==> config.mk <==
export PLATFORM = sky130hd
export DESIGN_NAME = tx_resp_scheduler_flat
export DESIGN_NICKNAME = d
export VERILOG_FILES = /design/src/rtl/tx_resp_pkg.sv /design/src/rtl/tx_resp_if.sv /design/src/rtl/resp_hold_buf.sv /design/src/rtl/tx_resp_scheduler.sv /design/src/flat_wrapper.sv
export SDC_FILE = /design/constraint.sdc
export NUM_CORES = 1
export LEC_CHECK = 0
export ABC_AREA = 0
export CAP_MARGIN = 5
export CORE_MARGIN = 4
export CORE_UTILIZATION = 49
export DETAILED_ROUTE_END_ITERATION = 7
export PLACE_DENSITY = 0.81
export SYNTH_ARGS = -nofsm -noshare
export SYNTH_HDL_FRONTEND = slang
export SYNTH_SLANG_ARGS = --single-unit
==> constraint.sdc <==
create_clock -name CLK -period 1.6 [get_ports CLK]
set_input_delay 0.32 -clock CLK [delete_from_list [all_inputs] [get_ports CLK]]
set_output_delay 0.32 -clock CLK [all_outputs]
set_load 0.05 [all_outputs]
==> src/rtl/tx_resp_pkg.sv <==
// tx_resp_pkg: shared types for the TX response scheduler.
//   tx_state_t     : serialiser FSM state (IDLE, ALU_2ND)
//   SRC_RD/SRC_ALU : source ids held in last_grant for round-robin
package tx_resp_pkg;

  typedef enum logic {
    IDLE    = 1'b0,
    ALU_2ND = 1'b1
  } tx_state_t;

  localparam logic SRC_RD  = 1'b0;
  localparam logic SRC_ALU = 1'b1;

endpackage

==> src/rtl/tx_resp_if.sv <==
// tx_resp_if: response sources + TX FIFO write side, REF_CLK domain.
//   ALU_OUT/ALU_OUT_Valid : 2-byte ALU result and its one-cycle strobe
//   RdData/RdData_Valid   : 1-byte register read and its one-cycle strobe
//   FIFO_Full             : TX FIFO full flag
//   TX_P_Data/TX_Data_Valid : byte and write pulse toward the FIFO
// master = environment (sources + FIFO), slave = scheduler.
interface tx_resp_if #(
  parameter int DATA_WIDTH = 8
);
  logic [2*DATA_WIDTH-1:0] ALU_OUT;
  logic                    ALU_OUT_Valid;
  logic [DATA_WIDTH-1:0]   RdData;
  logic                    RdData_Valid;
  logic                    FIFO_Full;
  logic [DATA_WIDTH-1:0]   TX_P_Data;
  logic                    TX_Data_Valid;

  modport master (
    output ALU_OUT, ALU_OUT_Valid, RdData, RdData_Valid, FIFO_Full,
    input  TX_P_Data, TX_Data_Valid
  );

  modport slave (
    input  ALU_OUT, ALU_OUT_Valid, RdData, RdData_Valid, FIFO_Full,
    output TX_P_Data, TX_Data_Valid
  );
endinterface

==> src/rtl/resp_hold_buf.sv <==
// resp_hold_buf: one-entry hold register for a single-cycle response strobe.
//   clk, rst : clock, async active-high reset
//   load     : strobe; din is captured if the entry is free
//   free     : the entry's last byte is issued on this edge
//   din/dout : data in / held data
//   pend     : entry occupied
//   drop     : strobe arrived while entry occupied and not freed (comb pulse)
module resp_hold_buf #(
  parameter int WIDTH = 8
) (
  input  logic             clk,
  input  logic             rst,
  input  logic             load,
  input  logic             free,
  input  logic [WIDTH-1:0] din,
  output logic             pend,
  output logic [WIDTH-1:0] dout,
  output logic             drop
);

  // An entry being freed on this edge can take the new strobe.
  assign drop = load & pend & ~free;

  always_ff @(posedge clk or posedge rst) begin
    if (rst) begin
      pend <= 1'b0;
      dout <= '0;
    end else if (load && !drop) begin
      pend <= 1'b1;
      dout <= din;
    end else if (free) begin
      pend <= 1'b0;
    end
  end

endmodule

==> src/rtl/tx_resp_scheduler.sv <==
// tx_resp_scheduler: captures read / ALU response strobes, arbitrates
// round-robin and serialises them into TX FIFO bytes (RD = 1, ALU = 2).
//   CLK, RST  : clock, async active-high reset
//   CLR_ERR   : clears OVERRUN (a same-edge drop wins)
//   bus       : tx_resp_if.slave (sources in, FIFO write side out)
//   RESP_BUSY : a buffer is occupied or an ALU frame is in flight
//   OVERRUN   : sticky, a response was dropped
module tx_resp_scheduler
  import tx_resp_pkg::*;
#(
  parameter int DATA_WIDTH    = 8,
  parameter bit ALU_MSB_FIRST = 1'b0
) (
  input  logic       CLK,
  input  logic       RST,
  input  logic       CLR_ERR,
  tx_resp_if.slave   bus,
  output logic       RESP_BUSY,
  output logic       OVERRUN
);

  logic                    rd_pend, rd_drop, rd_free;
  logic                    alu_pend, alu_drop, alu_free;
  logic [DATA_WIDTH-1:0]   rd_q;
  logic [2*DATA_WIDTH-1:0] alu_q;
  logic [DATA_WIDTH-1:0]   alu_first, alu_second;

  tx_state_t               state, state_nx;
  logic                    last_grant, grant_nx;
  logic                    issue;
  logic [DATA_WIDTH-1:0]   byte_nx;
  logic [DATA_WIDTH-1:0]   tx_data;
  logic                    tx_vld;

  resp_hold_buf #(.WIDTH(DATA_WIDTH)) u_rd_buf (
    .clk  (CLK),
    .rst  (RST),
    .load (bus.RdData_Valid),
    .free (rd_free),
    .din  (bus.RdData),
    .pend (rd_pend),
    .dout (rd_q),
    .drop (rd_drop)
  );

  resp_hold_buf #(.WIDTH(2*DATA_WIDTH)) u_alu_buf (
    .clk  (CLK),
    .rst  (RST),
    .load (bus.ALU_OUT_Valid),
    .free (alu_free),
    .din  (bus.ALU_OUT),
    .pend (alu_pend),
    .dout (alu_q),
    .drop (alu_drop)
  );

  assign alu_first  = ALU_MSB_FIRST ? alu_q[2*DATA_WIDTH-1:DATA_WIDTH] : alu_q[DATA_WIDTH-1:0];
  assign alu_second = ALU_MSB_FIRST ? alu_q[DATA_WIDTH-1:0] : alu_q[2*DATA_WIDTH-1:DATA_WIDTH];

  // Arbitration + serialiser. The ALU buffer stays pending until its second
  // byte goes out, so an RD byte can never slip into the middle of a frame.
  always_comb begin
    state_nx = state;
    grant_nx = last_grant;
    issue    = 1'b0;
    byte_nx  = tx_data;
    rd_free  = 1'b0;
    alu_free = 1'b0;
    if (!bus.FIFO_Full) begin
      case (state)
        IDLE: begin
          if (rd_pend && (!alu_pend || last_grant == SRC_ALU)) begin
            issue    = 1'b1;
            byte_nx  = rd_q;
            rd_free  = 1'b1;
            grant_nx = SRC_RD;
          end else if (alu_pend) begin
            issue    = 1'b1;
            byte_nx  = alu_first;
            grant_nx = SRC_ALU;
            state_nx = ALU_2ND;
          end
        end
        ALU_2ND: begin
          issue    = 1'b1;
          byte_nx  = alu_second;
          alu_free = 1'b1;
          state_nx = IDLE;
        end
        default: state_nx = IDLE;
      endcase
    end
  end

  always_ff @(posedge CLK or posedge RST) begin
    if (RST) begin
      state      <= IDLE;
      last_grant <= SRC_ALU;   // RD wins the first tie
      tx_data    <= '0;
      tx_vld     <= 1'b0;
      OVERRUN    <= 1'b0;
    end else begin
      state      <= state_nx;
      last_grant <= grant_nx;
      tx_data    <= byte_nx;
      tx_vld     <= issue;
      if (rd_drop || alu_drop) OVERRUN <= 1'b1;
      else if (CLR_ERR)        OVERRUN <= 1'b0;
    end
  end

  assign bus.TX_P_Data     = tx_data;
  assign bus.TX_Data_Valid = tx_vld;
  assign RESP_BUSY         = rd_pend | alu_pend | (state != IDLE);

endmodule
==> src/flat_wrapper.sv <==
// flat-port wrapper written by rule: the top's interface ports become plain ports
module tx_resp_scheduler_flat import tx_resp_pkg::*;
#(
  parameter int DATA_WIDTH    = 8,
  parameter bit ALU_MSB_FIRST = 1'b0
)
  (CLK, RST, CLR_ERR, RESP_BUSY, OVERRUN, bus_ALU_OUT, bus_ALU_OUT_Valid, bus_RdData, bus_RdData_Valid, bus_FIFO_Full, bus_TX_P_Data, bus_TX_Data_Valid);
  tx_resp_if #(.DATA_WIDTH(DATA_WIDTH)) bus_i ();
  input  logic CLK;
  input  logic RST;
  input  logic CLR_ERR;
  output logic RESP_BUSY;
  output logic OVERRUN;
  input wire logic [$bits(bus_i.ALU_OUT)-1:0] bus_ALU_OUT;
  input wire logic [$bits(bus_i.ALU_OUT_Valid)-1:0] bus_ALU_OUT_Valid;
  input wire logic [$bits(bus_i.RdData)-1:0] bus_RdData;
  input wire logic [$bits(bus_i.RdData_Valid)-1:0] bus_RdData_Valid;
  input wire logic [$bits(bus_i.FIFO_Full)-1:0] bus_FIFO_Full;
  output wire logic [$bits(bus_i.TX_P_Data)-1:0] bus_TX_P_Data;
  output wire logic [$bits(bus_i.TX_Data_Valid)-1:0] bus_TX_Data_Valid;
  assign bus_i.ALU_OUT = bus_ALU_OUT;
  assign bus_i.ALU_OUT_Valid = bus_ALU_OUT_Valid;
  assign bus_i.RdData = bus_RdData;
  assign bus_i.RdData_Valid = bus_RdData_Valid;
  assign bus_i.FIFO_Full = bus_FIFO_Full;
  assign bus_TX_P_Data = bus_i.TX_P_Data;
  assign bus_TX_Data_Valid = bus_i.TX_Data_Valid;
  tx_resp_scheduler #(.DATA_WIDTH(DATA_WIDTH), .ALU_MSB_FIRST(ALU_MSB_FIRST)) u_core (.CLK(CLK), .RST(RST), .CLR_ERR(CLR_ERR), .bus(bus_i), .RESP_BUSY(RESP_BUSY), .OVERRUN(OVERRUN));
endmodule
### Word level (Yosys, flattened, before mapping)

Index checks and enable logic that the tools add are counted.

* bits in registers: 38
* output and inout port bits: 11
* logic and storage cells: 56

* eq/ne operators: 1
* multiplexer cells: 22
* bitwise logic cells: 10
* reduce and logical (&&, ||, !) cells: 14

Operator list (count)
* $mux W1: 17
* $mux W8: 2
* $pmux W8 S2: 1
* $reduce_bool A2 Y1: 4
* $and A1 B1 Y1: 4
* $not A1 Y1: 4
* $pmux W1 S2: 2
* $logic_and A1 B1 Y1: 3
* $logic_not A1 Y1: 3
* $ne A3 B2 Y1 const B: 1
* $reduce_and A3 Y1: 1
* $logic_or A1 B1 Y1: 2
* $or A1 B1 Y1: 2
* $reduce_and A2 Y1: 1

### Longest topological paths before layout

* depth in word-level cells: 11
* mapped depth: 6

### By module

A second synthesis with hierarchy kept.

* cells, all modules: 139
* area total of the unflattened synthesis: 1781.7 sq um

By module, submodules not included
* resp_hold_buf (u_core.u_alu_buf): instances 1, cells an instance 40, area each 703.2 sq um, sequential area each 425.4 sq um
* tx_resp_scheduler: instances 1, cells an instance 76, area each 693.2 sq um, sequential area each 301.5 sq um
* resp_hold_buf (u_core.u_rd_buf): instances 1, cells an instance 23, area each 385.4 sq um, sequential area each 225.2 sq um

### Least setup slack after synthesis

OpenSTA, ideal clock, no wires.

* path kind: reg-to-reg
* start: reg u_core.state
* end: reg u_core.tx_data[0], in the netlist u_core.bus.TX_P_Data[0]
* setup time: 0.095 ns
* arrival time: 1.602 ns
* required time: 1.505 ns
* setup slack: -0.097 ns
* stages on the path, launching flop included: 7
* path buffers: 2
* path through: dfrtp_1 -> or3_1 -> nand2b_1 -> buf_2 -> buf_4 -> nand2_1 -> o31ai_1

* longest elaborated chain between the ends: 3

Ends and longest elaborated chain
* start: declaration: RTL line tx_resp_scheduler.sv:28 `tx_state_t state, state_nx;`
* start signal: assignment: RTL line tx_resp_scheduler.sv:103 `state <= state_nx;`
* $not A1 Y1: RTL line tx_resp_scheduler.sv:70 `case (state)`
* $ne A3 B2 Y1 (no source line)
* $reduce_and A2 Y1 (no source line)
* end signal: assignment: RTL line tx_resp_scheduler.sv:105 `tx_data <= byte_nx;`
* end: declaration: RTL line tx_resp_scheduler.sv:32 `logic [DATA_WIDTH-1:0] tx_data;`

Parallel ways exist; a longest one is shown, timed or not.
A chain may end at the register's enable or synchronous reset.

### Worst setup path after layout

* start: reg u_core.u_alu_buf.pend
* end: out RESP_BUSY

* longest elaborated chain between the ends: 2

Ends and longest elaborated chain
* start: declaration: RTL line resp_hold_buf.sv:16 `output logic pend,`
* start signal: assignment: RTL line resp_hold_buf.sv:26 `pend <= 1'b0;`
* start signal: assignment: RTL line resp_hold_buf.sv:29 `pend <= 1'b1;`
* start signal: assignment: RTL line resp_hold_buf.sv:32 `pend <= 1'b0;`
* $or A1 B1 Y1 (2 in a row): RTL line tx_resp_scheduler.sv:114 `assign RESP_BUSY = rd_pend | alu_pend | (state != IDLE);`
* end: declaration: RTL line flat_wrapper.sv:12 `output logic RESP_BUSY;`

No other way between the ends.

==> metrics.log <==
[metrics] Syn. warnings: 0
[metrics] worst endpoint data arrival time: between 1000 and 1500 ps
[metrics] CTS buffer count: 5
[metrics] buffer type at the clock tree root: sky130_fd_sc_hd__clkbuf_4
[metrics] number of cells traversed by the worst register-to-register path: 6
[metrics] final count of negative-setup-slack endpoints: 1
[metrics] gate family responsible for the most delay along the worst path: flip-flops
[metrics] commonest cells after routing, fill and taps aside: sky130_fd_sc_hd__dfrtp_1 (35), sky130_fd_sc_hd__clkdlybuf4s50_1 (29), sky130_fd_sc_hd__buf_4 (23)
[metrics] path type of the worst min-delay path: in -> async
[metrics] post-layout net count: between 200 and 250
[metrics] total routing usage reported by global routing: 18.2%
[metrics] area of the placeable core: about 3300 sq um
[metrics] ratio of total power to cell area: 1870 nW/um^2
[metrics] Core Rows: 21
[metrics] worst-path cell chain: or3_4, buf_6
[metrics] post-synthesis sequential area ratio: 55.8%
[metrics] crit share post-route: 103%
[metrics] global-route wire length before repair: 6000 microns
[metrics] Crit-path slowest cell: sky130_fd_sc_hd__dfrtp_2
[metrics] worst-case setup margin in the final layout: -43.4 ps
[metrics] Hold Violations, Final: 0
[metrics] share of post-route cells with drive strength above 1: between 30% and 40%
[metrics] worst-margin pin slew: 369 ps
[metrics] Max Cap Violations: 0
[metrics] post-route insts no fill: 245
[metrics] CP max stage delay: 420 ps
[metrics] count of final max-slew check failures: 0
[metrics] remaining global-route overflow: 0
[metrics] most common cell after layout, fill and taps aside: sky130_fd_sc_hd__dfrtp_1
[metrics] VDD IR-drop max: 0.974 mV
[metrics] placer congestion estimate: 0.832
[metrics] Worst setup EP type: output port
[metrics] failing checks: setup timing
[metrics] result of the run: finished with violations
[metrics] HPWL after detailed placement: 2680 microns
[metrics] Crit Path Max Fanout: 2
[metrics] number of primary I/O pins: 41
[metrics] cell count along the critical path: 2
[metrics] pre-CTS setup slack: -215 ps
[metrics] number of placed cells counting well taps: 230
[metrics] critical register-to-register path endpoint: u_core.u_alu_buf.dout[13]
[metrics] mean instance size in the synthesized netlist: approximately 12 sq um
[metrics] average routed wire per standard cell: approximately 15 microns
[metrics] CTS H-tree lvls: 2
[metrics] pin count of the biggest net entering global routing: 20
[metrics] relative max-transition margin: 75.4%
[metrics] Antenna Violating Nets Remaining: 0
[metrics] ANT cells: 0
[metrics] Final Util: roughly 70%
[metrics] vias after detailed routing: around 1200
[metrics] horizontal extent of the die: between 60 and 70 microns
[metrics] syn_nets: 172
[metrics] number of antenna violations at the first check in global routing: 0
[metrics] total iterations of the first detailed-routing run: 4
[metrics] number of instances in the synthesized netlist: about 140
[metrics] Worst Path Class, Setup: reg -> out
[metrics] via count of the first global-routing pass: 1307
[metrics] number of different library cells in the post-synthesis netlist: 27
[metrics] die footprint: between 4000 and 5000 sq um
[metrics] unrepaired setup endpoints after global routing: true
[metrics] overall die height: 67.0 microns
[metrics] First DRT Iteration DRCs: 109
[metrics] number of input and output port buffers inserted: 40
[metrics] final WL: between 3000 and 4000 microns
[metrics] R2R Setup Slk: 50 ps
[metrics] #FFs+latches synth: 38
[metrics] Fillers: around 250
[metrics] initial standard-cell utilization of the core: 51.1%
[metrics] leakage power of the design: around 1.0 nW
[metrics] TritonCTS clock tree: yes
[metrics] post-route minimum period: between 1500 and 2000 ps
[metrics] CTS sink cnt: 38
[metrics] maximum clock insertion buffer count: 2
[metrics] data required time at the worst endpoint: 1280 ps
[metrics] clock latency on the worst-skew pair: 340 ps
[metrics] mapped cell area: 1710 sq um
[metrics] FF-to-FF Start: u_core.u_alu_buf.pend
[metrics] Fin Clk Skew: about 11 ps
[metrics] Crit path buffers/inverters: 1
[metrics] Area Growth Syn to Fin: 36.3%
[metrics] top achievable clock speed: 0.608 GHz
[metrics] type of origin of the critical path: register
[metrics] post-CTS clock slew at the launch and capture registers of the worst setup and hold paths: about 110 ps
[metrics] drc violations: 0
[metrics] vias per cell: ~5.0
[final cells by class]
type	count	area, sq um	share of cell area (%)
Sequential cell	38	955	41.1
Multi-Input combinational cell	91	676	29.1
Timing Repair Buffer	57	554	23.8
Tap cell	46	57.6	2.48
Clock buffer	6	51.3	2.21
Inverter	5	18.8	0.807
Clock inverter	2	12.5	0.538
[Yosys cell counts (all sizes together)]
master,n,share of area [%]
clkbuf,1,0.22
o221ai,1,0.51
dfstp,1,1.5
a21oi,9,2.6
inv,5,1.1
a31oi,1,0.37
o31ai,9,4.8
nor2b,1,0.37
dfrtp,37,54
and2,1,0.51
buf,7,4.0
nand3,1,0.29
or3,1,0.37
nand2,22,5.0
o21ai,9,2.9
nor2,9,2.0
nand2b,3,1.1
mux2,24,18
[kinds of logic after synthesis]
| logic type | share of synthesized area [%] |
|---|---|
| buffers and inverters | 5.35 |
| multiplexers | 18.0 |
| AO/OA/AOI/OAI | 11.2 |
| AND/OR/NAND/NOR | 9.61 |
| flip-flops | 55.8 |
[sequential cells by signal, summed over array words and instances, names as in the netlist]
name and cells:
u_core.u_rd_buf.dout 8, u_core.u_alu_buf.pend 1, u_core.state 1, u_core.bus.TX_Data_Valid 1, u_core.u_rd_buf.pend 1, u_core.u_alu_buf.dout 16
u_core.bus.TX_P_Data 8, u_core.last_grant 1, u_core.OVERRUN 1
[metal layers]
layer	up-vias	track usage (%)	part of all wire (%)	wire [microns]
met5	-	0	0	0
met4	0	7.09	1.4	51
met3	6	3.71	5.7	213
met2	46	29.7	50	1850
met1	592	23.6	43	1600
li1	593	-	-	-
[power by group]
| group | internal [W] | switching, W |
|---|---|---|
| combinational | 0.000999 | 0.00111 |
| sequential | 0.00143 | 0.000278 |
| clock | 0.000211 | 0.000317 |
[worst max path at each step]
stage / slack (ps) / end / start
2_1_floorplan: 70 / u_core.bus.TX_P_Data[0] / u_core.state
3_3_place_gp: -130 / u_core.u_rd_buf.dout[6] / bus_FIFO_Full
3_5_place_dp: -220 / u_core.u_rd_buf.dout[7] / bus_FIFO_Full
4_1_cts: -50 / RESP_BUSY / u_core.u_alu_buf.pend
5_1_grt: -70 / RESP_BUSY / u_core.u_alu_buf.pend
6_report: -40 / RESP_BUSY / u_core.u_alu_buf.pend
[metrics by stage]
step | total power [W] | instance area (sq um) | hold WS, ps | TNS [ps]
after global routing | 0.00464 | 2320 | 272 | -68.0
after CTS | 0.00427 | 2260 | 258 | -48.3
final | 0.00434 | 2320 | 259 | -43.4
after detailed placement | 0.00369 | 2170 | 466 | -4270
after global placement | 0.00360 | 2170 | 461 | -2680
after floorplan | 0.00315 | 1710 | 423 | 0
[timing repair]
action,CTS,global route
endpoints found under the hold margin,0,0
gates resized for setup,4,2
hold buffers,0,0
setup endpoints to repair,3,27
pin swaps,1,1
buffers inserted,3,4
Note: power is estimated with default switching activity, not from simulation.
